### config.mk
export PLATFORM = sky130hd
export DESIGN_NAME = alu_issue_ctrl
export DESIGN_NICKNAME = d
export VERILOG_FILES = /design/src/rtl/alu_pkg.sv /design/src/rtl/alu_regfile.sv /design/src/rtl/alu_issue_ctrl.sv
export SDC_FILE = /design/constraint.sdc
export NUM_CORES = 1
export LEC_CHECK = 0
export BUFFER_PORTS_ARGS = -buffer_cell sky130_fd_sc_hd__buf_2
export CORE_ASPECT_RATIO = 0.75
export CORE_MARGIN = 1
export CORE_UTILIZATION = 40
export DETAILED_ROUTE_END_ITERATION = 10
export PLACE_DENSITY = 0.58
export SYNTH_ARGS = -nofsm -noshare
export SYNTH_HDL_FRONTEND = slang
export SYNTH_SLANG_ARGS = --single-unit
### constraint.sdc
create_clock -name clk -period 1.62 [get_ports clk]
set_input_delay 0.081 -clock clk [delete_from_list [all_inputs] [get_ports clk]]
set_output_delay 0.081 -clock clk [all_outputs]
set_load 0.005 [all_outputs]
### src/rtl/alu_pkg.sv
// rtl/alu_pkg.sv - shared constants, opcodes, FSM states and instruction fields for the ALU issue block
package alu_pkg;

  localparam int BITS    = 8;
  localparam int ALUOP   = 4;
  localparam int REGS    = 8;
  localparam int RADDR_W = 3;
  localparam int INSTR_W = 16;

  // Instruction field offsets (LSB of each field)
  localparam int OP_LSB  = 12;
  localparam int RD_LSB  = 9;
  localparam int RA_LSB  = 6;
  localparam int RB_LSB  = 3;
  localparam int IMM_LSB = 0;

  // Opcodes; 0 and 12-15 are illegal
  localparam logic [ALUOP-1:0] OP_ADD  = 4'd1;
  localparam logic [ALUOP-1:0] OP_SUB  = 4'd2;
  localparam logic [ALUOP-1:0] OP_AND  = 4'd3;
  localparam logic [ALUOP-1:0] OP_OR   = 4'd4;
  localparam logic [ALUOP-1:0] OP_XOR  = 4'd5;
  localparam logic [ALUOP-1:0] OP_MOVS = 4'd6;
  localparam logic [ALUOP-1:0] OP_MOVR = 4'd7;
  localparam logic [ALUOP-1:0] OP_SHL  = 4'd8;
  localparam logic [ALUOP-1:0] OP_SHR  = 4'd9;
  localparam logic [ALUOP-1:0] OP_ROTR = 4'd10;
  localparam logic [ALUOP-1:0] OP_ROTL = 4'd11;

  typedef enum logic [1:0] {
    IDLE = 2'd0,
    READ = 2'd1,
    EXEC = 2'd2,
    WB   = 2'd3
  } state_t;

  function automatic logic op_is_legal(input logic [ALUOP-1:0] op);
    return (op >= OP_ADD) && (op <= OP_ROTL);
  endfunction

endpackage

### src/rtl/alu_regfile.sv
// rtl/alu_regfile.sv - 8-entry register file, two async read ports, debug port, one sync write
module alu_regfile
  import alu_pkg::*;
(
  input  logic               clk,
  input  logic               rst_n,
  input  logic               i_we,
  input  logic [RADDR_W-1:0] i_waddr,
  input  logic [BITS-1:0]    i_wdata,
  input  logic [RADDR_W-1:0] i_raddr_a,
  input  logic [RADDR_W-1:0] i_raddr_b,
  input  logic [RADDR_W-1:0] i_dbg_addr,
  output logic [BITS-1:0]    o_rdata_a,
  output logic [BITS-1:0]    o_rdata_b,
  output logic [BITS-1:0]    o_dbg_data
);

  logic [BITS-1:0] r_mem [REGS];

  // Storage: cleared asynchronously, one write per clock
  always_ff @(posedge clk or negedge rst_n) begin
    if (!rst_n) begin
      for (int i = 0; i < REGS; i++) r_mem[i] <= '0;
    end else if (i_we) begin
      r_mem[i_waddr] <= i_wdata;
    end
  end

  assign o_rdata_a  = r_mem[i_raddr_a];
  assign o_rdata_b  = r_mem[i_raddr_b];
  assign o_dbg_data = r_mem[i_dbg_addr];

endmodule

### src/rtl/alu_issue_ctrl.sv
// rtl/alu_issue_ctrl.sv - issue side of the 8-bit ALU: decode, operand read, execute, writeback
module alu_issue_ctrl
  import alu_pkg::*;
(
  input  logic               clk,
  input  logic               rst_n,
  input  logic [INSTR_W-1:0] instr,
  input  logic               instrValid,
  output logic               instrReady,
  output logic [ALUOP-1:0]   aluFunction,
  output logic [BITS-1:0]    vectorA,
  output logic [BITS-1:0]    vectorB,
  input  logic [BITS-1:0]    aluResult,
  output logic               done,
  output logic               zero,
  output logic               errFlag,
  input  logic [2:0]         dbgAddr,
  output logic [BITS-1:0]    dbgData
);

  state_t             r_state;
  state_t             w_next;
  logic [INSTR_W-1:0] r_instr;
  logic [BITS-1:0]    r_res;

  logic [ALUOP-1:0]   w_op;
  logic [RADDR_W-1:0] w_rd;
  logic [RADDR_W-1:0] w_ra;
  logic [RADDR_W-1:0] w_rb;
  logic [BITS-1:0]    w_imm;
  logic [BITS-1:0]    w_rdata_a;
  logic [BITS-1:0]    w_rdata_b;
  logic               w_legal;
  logic               w_rot;

  assign w_op    = r_instr[OP_LSB +: ALUOP];
  assign w_rd    = r_instr[RD_LSB +: RADDR_W];
  assign w_ra    = r_instr[RA_LSB +: RADDR_W];
  assign w_rb    = r_instr[RB_LSB +: RADDR_W];
  assign w_imm   = r_instr[IMM_LSB +: BITS];
  assign w_legal = op_is_legal(w_op);
  assign w_rot   = (w_op == OP_ROTR) || (w_op == OP_ROTL);

  alu_regfile u_regfile (
    .clk        (clk),
    .rst_n      (rst_n),
    .i_we       (r_state == WB),
    .i_waddr    (w_rd),
    .i_wdata    (r_res),
    .i_raddr_a  (w_ra),
    .i_raddr_b  (w_rb),
    .i_dbg_addr (dbgAddr),
    .o_rdata_a  (w_rdata_a),
    .o_rdata_b  (w_rdata_b),
    .o_dbg_data (dbgData)
  );

  // State register
  always_ff @(posedge clk or negedge rst_n) begin
    if (!rst_n) r_state <= IDLE;
    else        r_state <= w_next;
  end

  // Next state plus the decoded handshake/retire outputs
  always_comb begin
    w_next     = r_state;
    instrReady = 1'b0;
    done       = 1'b0;
    unique case (r_state)
      IDLE: begin
        instrReady = 1'b1;
        if (instrValid) w_next = READ;
      end
      READ:    w_next = w_legal ? EXEC : IDLE;
      EXEC:    w_next = WB;
      WB: begin
        done   = 1'b1;
        w_next = IDLE;
      end
      default: w_next = IDLE;
    endcase
  end

  // Latch the instruction on the accept edge
  always_ff @(posedge clk or negedge rst_n) begin
    if (!rst_n)                            r_instr <= '0;
    else if (r_state == IDLE && instrValid) r_instr <= instr;
  end

  // ALU drive: loaded leaving READ, cleared otherwise so the ALU only sees a live op in EXEC
  always_ff @(posedge clk or negedge rst_n) begin
    if (!rst_n) begin
      aluFunction <= '0;
      vectorA     <= '0;
      vectorB     <= '0;
    end else if (r_state == READ && w_legal) begin
      aluFunction <= w_op;
      vectorA     <= w_rdata_a;
      vectorB     <= w_rot ? {{(BITS-3){1'b0}}, w_rdata_b[2:0]} : w_rdata_b;
    end else begin
      aluFunction <= '0;
      vectorA     <= '0;
      vectorB     <= '0;
    end
  end

  // Capture the result at the end of EXEC; the two moves bypass the ALU
  always_ff @(posedge clk or negedge rst_n) begin
    if (!rst_n) begin
      r_res <= '0;
    end else if (r_state == EXEC) begin
      if (w_op == OP_MOVS)      r_res <= w_imm;
      else if (w_op == OP_MOVR) r_res <= vectorA;
      else                      r_res <= aluResult;
    end
  end

  // Status flags: zero follows each writeback, errFlag is sticky until reset
  always_ff @(posedge clk or negedge rst_n) begin
    if (!rst_n) begin
      zero    <= 1'b0;
      errFlag <= 1'b0;
    end else begin
      if (r_state == WB)               zero    <= (r_res == '0);
      if (r_state == READ && !w_legal) errFlag <= 1'b1;
    end
  end

endmodule

# Word-level counts from Yosys, hierarchy flattened
# Index checks and enable logic that the tools add are counted.
# totals
inputBits	30
rom_bits	0
register_bits	112
output_inout_bits	32
latch_bits	0
memories	0
ramBits	0
# op_classes
n_mul	0
add_sub_neg	0
n_eq_ne	8
n_mux	23
magnitude_cmp	7
div_mod_pow	0
n_bitwise	4
n_shift	0
reduce_logical	9
# op_table
cell	n
2-to-1 mux 8 bit	12
binary-select mux 8 bit (select 3 bit)	3
bitwise mux 64 bit	1
demux 8 bit (select 3 bit)	1
greater-or-equal comparator 4 bit (second input constant)	4
inverter 3 -> 4 bit	4
== test 4 x 3 -> 1 bit (second input constant)	2
== test 4 bit (second input constant)	2
zero test 8 bit	1
one-hot mux 2 bit (4 select lines)	1
logical AND 1 bit	5
== test 2 bit (second input constant)	2
greater-or-equal comparator 4 x 1 -> 1 bit (second input constant)	1
less-or-equal comparator 4 bit (second input constant)	1
< comparator 4 x 1 -> 1 bit (second input constant)	1
2-to-1 mux 2 bit	2
2-to-1 mux 4 bit	1
== test 2 x 1 -> 1 bit (second input constant)	1
zero test 2 bit	1
2-to-1 mux 1 bit	2
inequality test 2 bit (second input constant)	1
zero test 1 bit	1
logical OR 1 bit	1

# Logic depth before layout (Yosys ltp)
# Gate-level depths: netlist of run 1.
# depth
depth_word	6
ltp_mapped	5
ltp_nobuf	3

# Hierarchy
# From an unflattened synthesis of run 1, not the netlist that was laid out.
# hier_totals
hier_cells	367
area_unflattened_um2	6054.6
# by_module_without_submodules
module	area_per_inst_um2	instances	cells_per_inst	seq_area_each_um2
alu_regfile	4078.9	1	230	1601.5
alu_issue_ctrl	1975.6	1	137	1201.2

# Worst setup path after synthesis of run 1
# No wires, ideal clock.
# synth_path
path_kind	register to register
from	register with a tool-made name
to	register r_instr[10]
required_time_ps	1495
n_path_buf	2
setup_slack_ps	65
setup_time_ps	125
path_stages_with_launch	6
synth_period_minus_slack_ps	1555
t_arrival_ps	1431
cell_sequence	dfrtp_1 nor2_1 and2_1 buf_2 buf_2 mux2_2
# synth_lines
element	line	rtl
to (signal assigned)	alu_issue_ctrl.sv:87	else if (r_state == IDLE && instrValid) r_instr <= instr;
to (decl)	alu_issue_ctrl.sv:23	logic [INSTR_W-1:0] r_instr;

# Worst setup path in the final report of run 1
# layout_path
from	register u_regfile.r_mem[2] in the netlist's numbering
to	output dbgData[2]
# layout_via
elab_chain_len	3
# layout_rtl
element	line	rtl
from (decl)	alu_regfile.sv:18	logic [BITS-1:0] r_mem [REGS];
from (signal, indexed assignment)	alu_regfile.sv:25	r_mem[i_waddr] <= i_wdata;
binary-select mux 8 bit (select 3 bit)	alu_regfile.sv:31	assign o_dbg_data = r_mem[i_dbg_addr];
2-to-1 mux 8 bit (implied by the code) (2 in series)	alu_regfile.sv:31	
to (decl)	alu_issue_ctrl.sv:18	output logic [BITS-1:0] dbgData
# No other way between the ends. The select of a mux whose other input is x is not followed.

==> results of run 1 <==
cell families after synthesis:
| kind of cell | Yosys count | synth area share (%) |
|---|---|---|
| buf+inv | 36 | 2.71 |
| mux | 181 | 37.0 |
| flops | 112 | 48.2 |
| simple gates | 64 | 6.09 |
| compound gates | 48 | 5.92 |
power groups by stage:
| stage | combinational [mW] | sequential [mW] | clock, mW |
|---|---|---|---|
| after detailed placement | 6.41 | 5.44 | 0 |
| after global placement | 6.32 | 5.37 | 0 |
| after global routing | 8.42 | 5.35 | 2.27 |
| final | 7.86 | 5.20 | 2.10 |
| after floorplan | 4.35 | 4.85 | 0 |
| after CTS | 7.62 | 5.18 | 2.16 |
worst max-delay path, delay by kind of cell (launching register included):
family | cells | cell delay, ps
DFF | 1 | 400
muxes | 2 | 840
buffers and inverters | 1 | 120
layout make-up:
type | instances | area share (%)
inverters | 3 | 0.148
flip-flops and latches | 112 | 36.8
well taps | 195 | 3.20
multi-input cells | 293 | 38.1
repair buffers | 168 | 18.1
clock buffers | 14 | 3.60
synth_stat cells (all sizes together) (2+ instances only):
| cell type | count | area, um2 |
|---|---|---|
| dfrtp | 112 | 2800 |
| clkbuf | 8 | 30.0 |
| inv | 3 | 11.3 |
| or3 | 2 | 12.5 |
| nand3 | 2 | 15.0 |
| nor3 | 9 | 45.0 |
| and3 | 5 | 31.3 |
| a211oi | 3 | 22.5 |
| mux2 | 112 | 1260 |
| nor4 | 3 | 18.8 |
| nor2 | 13 | 63.8 |
| nor3b | 2 | 15.0 |
| a22o | 11 | 96.3 |
| o21ai | 9 | 45.0 |
| and2 | 3 | 18.8 |
| buf | 25 | 116 |
| mux2i | 53 | 531 |
| mux4 | 16 | 360 |
| a2111oi | 3 | 26.3 |
| nand2b | 5 | 31.3 |
| nor2b | 6 | 37.5 |
| o22ai | 8 | 50.1 |
| a22oi | 10 | 75.1 |
| nand2 | 12 | 45.0 |
metal layers:
layer / vias up / wire (um)
met5: - / 0
met4: 0 / 191
met3: 17 / 942
met2: 131 / 7650
met1: 2222 / 8390
li1: 1937 / -
timing repair:
action / in CTS / in global routing
resized for setup: 19 / 5
buffers inserted: 43 / 7
endpoints found under the setup margin: 24 / 23
hold endpoints to repair: 48 / 0
hold buffers: 18 / 0
state kept, by name (all words and copies together) (netlist names), named ones only:
register and cells:
vectorA 8, aluFunction 4, r_state 1, r_instr 16, vectorB 8, zero 1
errFlag 1, u_regfile.r_mem 64, r_res 8
worst max path at each step:
stage,from,end,cells past startpoint
floorplan,register,r_instr[10],5
global placement,r_instr[4],vectorB[1],4
detailed placement,r_instr[4],vectorB[1],4
CTS,u_regfile.r_mem[2],dbgData[2],3
global route,u_regfile.r_mem[1],dbgData[1],3
finish,u_regfile.r_mem[2],dbgData[2],3
stage by stage:
| step | std cells | area [um2] | hold WS (ps) | util (%) |
|---|---|---|---|---|
| after global placement | 703 | 6690 | 64.3 | 48.0 |
| after floorplan | 441 | 5810 | -215 | - |
| final | 785 | 7620 | 25.6 | 54.7 |
| after detailed placement | 703 | 6690 | 72.1 | 48.0 |
| after global routing | 785 | 7620 | 36.1 | 54.7 |
| after CTS | 778 | 7550 | 14.3 | 54.2 |
==> impl_metrics.tcl, run 1 <==
set metrics [dict create \
    avgSynthCellArea_um2 13.2 \
    cts.sinks 112 \
    reg2reg_depth 4 \
    antenna_cells 0 \
    rsz0062_at_grt "true" \
    finalWeightedCongestion 0.822 \
    vias_per_cell 5.49 \
    hpwl_mm 11.5 \
    grt_pass1_vias 4429 \
    fin_ws_ps -152 \
    fp.dieH_um 106 \
    netSwitchingFraction_pct 36.9 \
    cts_max_level 3 \
    yosysWarnings 0 \
    run_status "finished with violations" \
    area_delta_synth_final_pct 31.1 \
    io_pins 62 \
    relSlewSlack_pct 53.5 \
    cp_cell_sequence "mux4_2 -> mux2_4 -> buf_6" \
    cts_tree "yes" \
    tightest_slew_ps 695 \
    vdd_drop_max_mv 0.726 \
    p_leak_nw 3.61 \
    synth_cell_type_count 35 \
    drc 0 \
    overflow 0 \
    nFillCells 1184 \
    synth.ff_latch_count 112 \
    globalRouteMet1Util_pct 36.2 \
    die_w_um 141 \
    wire_per_inst_um 21.9 \
    drtIter0Drc 238 \
    worstPathArrival_ps 1690 \
    cp-end-kind "output port" \
    hold_depth 3 \
    slowest_stage "mux4_2" \
    synth_nets 471 \
    clk_path_buf_depth 2 \
    cp-start-kind "register" \
    p_int_mw 9.56 \
    grt_usage_pct 24.4 \
    grt_max_degree 35 \
    cts-buffers-inserted 9 \
    seqPwrFrac_pct 34.3 \
    setup_violations 8 \
    clk_root_buffer_cell "clkbuf_16" \
    reg2reg_to "vectorA[6]" \
    placementRows 37 \
    fin_crit_sh_pct 109 \
    multi_input_area_um2 2900 \
    crit_path_max_fanout 2 \
    finClkSkew_ps 4.25 \
    syn-instance-count 441 \
    drive_gt1_share_pct 48.6 \
    drv_slew 0 \
    start_util_pct 41.7 \
    hp-start "aluResult[5]" \
    grt_busiest_layer "met1" \
    pre_cts_slack_ps -59.1 \
    ant_nets 0 \
    async_flop_share_pct 100 \
    slowest_delay_ps 540 \
    synth_edf_count 0 \
    cp.required_ps 1540 \
    mostFrequentLayoutCell "dfrtp_1" \
    ys_seq_area_share_pct 48.2 \
    clk_pin_slew_ps 70 \
    grt_util_met3_pct 5.41 \
    seq_area_um2 2810 \
    routed_wirelength_mm 17.2 \
    comb_power_share_pct 51.8 \
    max_freq_ghz 0.564 \
    synth_area_um2 5810 \
    tns_ps -901 \
    core_area_um2 13900 \
    antenna_found_initial 0 \
    powerDensity_nw_per_um2 1990 \
    drt_first_pass_iters 4 \
    violations "negative setup slack" \
    clock_latency_ps 340 \
    grt_first_pass_wirelength_mm 26.7 \
    min_period_ps 1770 \
    min_path_type "primary input to register" \
    maxCapViolCount 0 \
    ys.flop_type "dfrtp_1" \
    power.clock.fraction_pct 13.8 \
    regToRegSetupSlack_ps 10 \
    p_switching_mw 5.60 \
    path_class "register to output port" \
    vias 4307 \
    dieArea_um2 15000 \
    io_buffers 61 \
    mostFrequentLayoutCells "110 x dfrtp_1, 86 x mux2_2, 76 x buf_4, 53 x mux2i_1, 52 x buf_2" \
    finalNetCount 617 \
    hold_viol_final 0 \
    finalPower_mw 15.2 \
    min_delay_worst_endpoint "r_res[5]" \
    gr-usage-met2_pct 35.6 \
]
Note: power is estimated with default switching activity, not from simulation.
==> inputs of run 2 (changes only) <==
--- a/config.mk
+++ b/config.mk
@@ -11,6 +11,8 @@
 export CORE_UTILIZATION = 40
 export DETAILED_ROUTE_END_ITERATION = 10
 export PLACE_DENSITY = 0.58
+export REMOVE_ABC_BUFFERS = 1
+export SLEW_MARGIN = 20
 export SYNTH_ARGS = -nofsm -noshare
 export SYNTH_HDL_FRONTEND = slang
 export SYNTH_SLANG_ARGS = --single-unit
==> impl_metrics.tcl, run 2 (same netlist as run 1, synthesis figures left out) <==
set metrics [dict create \
    drive_gt1_share_pct 49.5 \
    antenna_cells 0 \
    tightest_slew_ps 631 \
    cts.sinks 112 \
    cts-buffers-inserted 9 \
    finalNetCount 621 \
    slowest_delay_ps 480 \
    violations "negative setup slack" \
    grt_first_pass_wirelength_mm 26.6 \
    overflow 0 \
    vdd_drop_max_mv 0.856 \
    clock_latency_ps 350 \
    drv_slew 0 \
    crit_path_max_fanout 4 \
    antenna_found_initial 0 \
    rsz0062_at_grt "true" \
    worstPathArrival_ps 1650 \
    mostFrequentLayoutCells "111 x dfrtp_1, 88 x mux2_2, 77 x buf_4, 54 x buf_2, 53 x mux2i_1" \
    grt_usage_pct 24.3 \
    fin_cells 791 \
    cp-start-kind "register" \
    vias_per_cell 5.43 \
    routed_wirelength_mm 17.1 \
    placementRows 37 \
    grt_pass1_vias 4549 \
    drt_first_pass_iters 4 \
    cts_tree "yes" \
    cp.required_ps 1540 \
    min_path_type "primary input to register" \
    dieArea_um2 15000 \
    fp.dieH_um 106 \
    grt_max_degree 52 \
    finClkSkew_ps 5.27 \
    area_delta_synth_final_pct 32.5 \
    regToRegSetupSlack_ps 70 \
    pre_cts_slack_ps -65.1 \
    p_leak_nw 3.65 \
    largest_register "u_regfile.r_mem" \
    hold_viol_final 0 \
    cp_cell_sequence "mux4_2 -> mux2_2 -> buf_2" \
    cts_max_level 3 \
    io_pins 62 \
    maxCapViolCount 0 \
    start_util_pct 41.7 \
    clk_pin_slew_ps 70 \
    powerDensity_nw_per_um2 2000 \
    relSlewSlack_pct 57.9 \
    finalWeightedCongestion 0.786 \
    path_class "register to output port" \
    clk_root_buffer_cell "clkbuf_16" \
    largest_register_ffs 64 \
    nFillCells 1188 \
    top_regs "u_regfile.r_mem (64), r_instr (16)" \
    fin_crit_sh_pct 107 \
    fin_ws_ps -112 \
    mostFrequentLayoutCell "dfrtp_1" \
    timing.hold.ws_ps 18.6 \
    min_period_ps 1730 \
    drc 0 \
    die_w_um 141 \
    run_status "finished with violations" \
    slowest_stage "mux4_2" \
    wire_per_inst_um 21.6 \
    max_freq_ghz 0.577 \
    cp_num_buf_inv 1 \
    ant_nets 0 \
    core_area_um2 13900 \
    vias 4299 \
    io_buffers 61 \
    dp_cells 707 \
    crit_family "multiplexers" \
    cp-end-kind "output port" \
    setup_violations 8 \
    drtIter0Drc 232 \
    clk_path_buf_depth 2 \
    hpwl_mm 11.0 \
    tns_ps -726 \
]
[run 2: cell types whose count changed in the layout (fill, tap and decap cells not counted), sizes merged]
| cell | previous run | this run |
|---|---|---|
| buf | 150 | 154 |
| bufinv | 0 | 2 |
| clkbuf | 14 | 10 |
| clkinv | 0 | 1 |
| clkinvlp | 0 | 2 |
| inv | 3 | 4 |
[run 2: area by class of cell]
| type | count | area (um2) | share of cell area (%) |
|---|---|---|---|
| clock buffer | 10 | 229 | 2.97 |
| clock inverter | 6 | 92.6 | 1.20 |
| inverter | 3 | 11.3 | 0.146 |
| multi-input combinational | 293 | 2920 | 38.0 |
| sequential | 112 | 2810 | 36.5 |
| tap | 195 | 244 | 3.17 |
| timing repair buffer | 172 | 1390 | 18.1 |
[run 2: worst register-to-register path, delay by kind of cell, from the launching register on]
kind	cells	cell delay, ps
buffers and inverters	3	490
DFF	1	400
muxes	1	340
and+or+nand+nor	2	210
[run 2: metal layers]
layer / GRT usage [%] / vias up / share of wire (%) / routed length [um]
li1: - / 1954 / - / -
met1: 32.6 / 2198 / 44 / 7520
met2: 39.6 / 127 / 48 / 8190
met3: 4.82 / 20 / 6.3 / 1080
met4: 7.61 / 0 / 1.9 / 330
met5: 0 / - / 0 / 0
[run 2: report_power, final]
part	internal (mW)	switching, mW
sequential	4.05	1.17
combinational	4.38	3.42
clock	1.37	1.04
total	9.80	5.63
[run 2: worst paths after layout]
path	from	endpoint	cells after the start
min	aluResult[7]	r_res[7]	3
max in group asynchronous	rst_n	u_regfile.r_mem[56]	3
max	u_regfile.r_mem[56]	dbgData[0]	3
max reg2reg	register	u_regfile.r_mem[6]	6
min in group asynchronous	rst_n	aluFunction[1]	2
min reg2reg	errFlag	errFlag	1
[run 2: stage by stage]
stage | power (mW) | utilization [%] | area (um2)
3_5_place_dp | 11.9 | 48.0 | 6690
3_3_place_gp | 11.7 | 48.0 | 6690
5_1_grt | 16.3 | 55.2 | 7700
2_1_floorplan | 9.02 | - | 5660
4_1_cts | 15.0 | 53.7 | 7490
6_report | 15.4 | 55.2 | 7700
[run 2: repair_timing]
action,CTS,global route
resized for setup,7,24
pin swaps,0,1
hold buffers,18,0
setup endpoints to repair,34,43
setup buffers,36,14
endpoints found under the hold margin,49,0
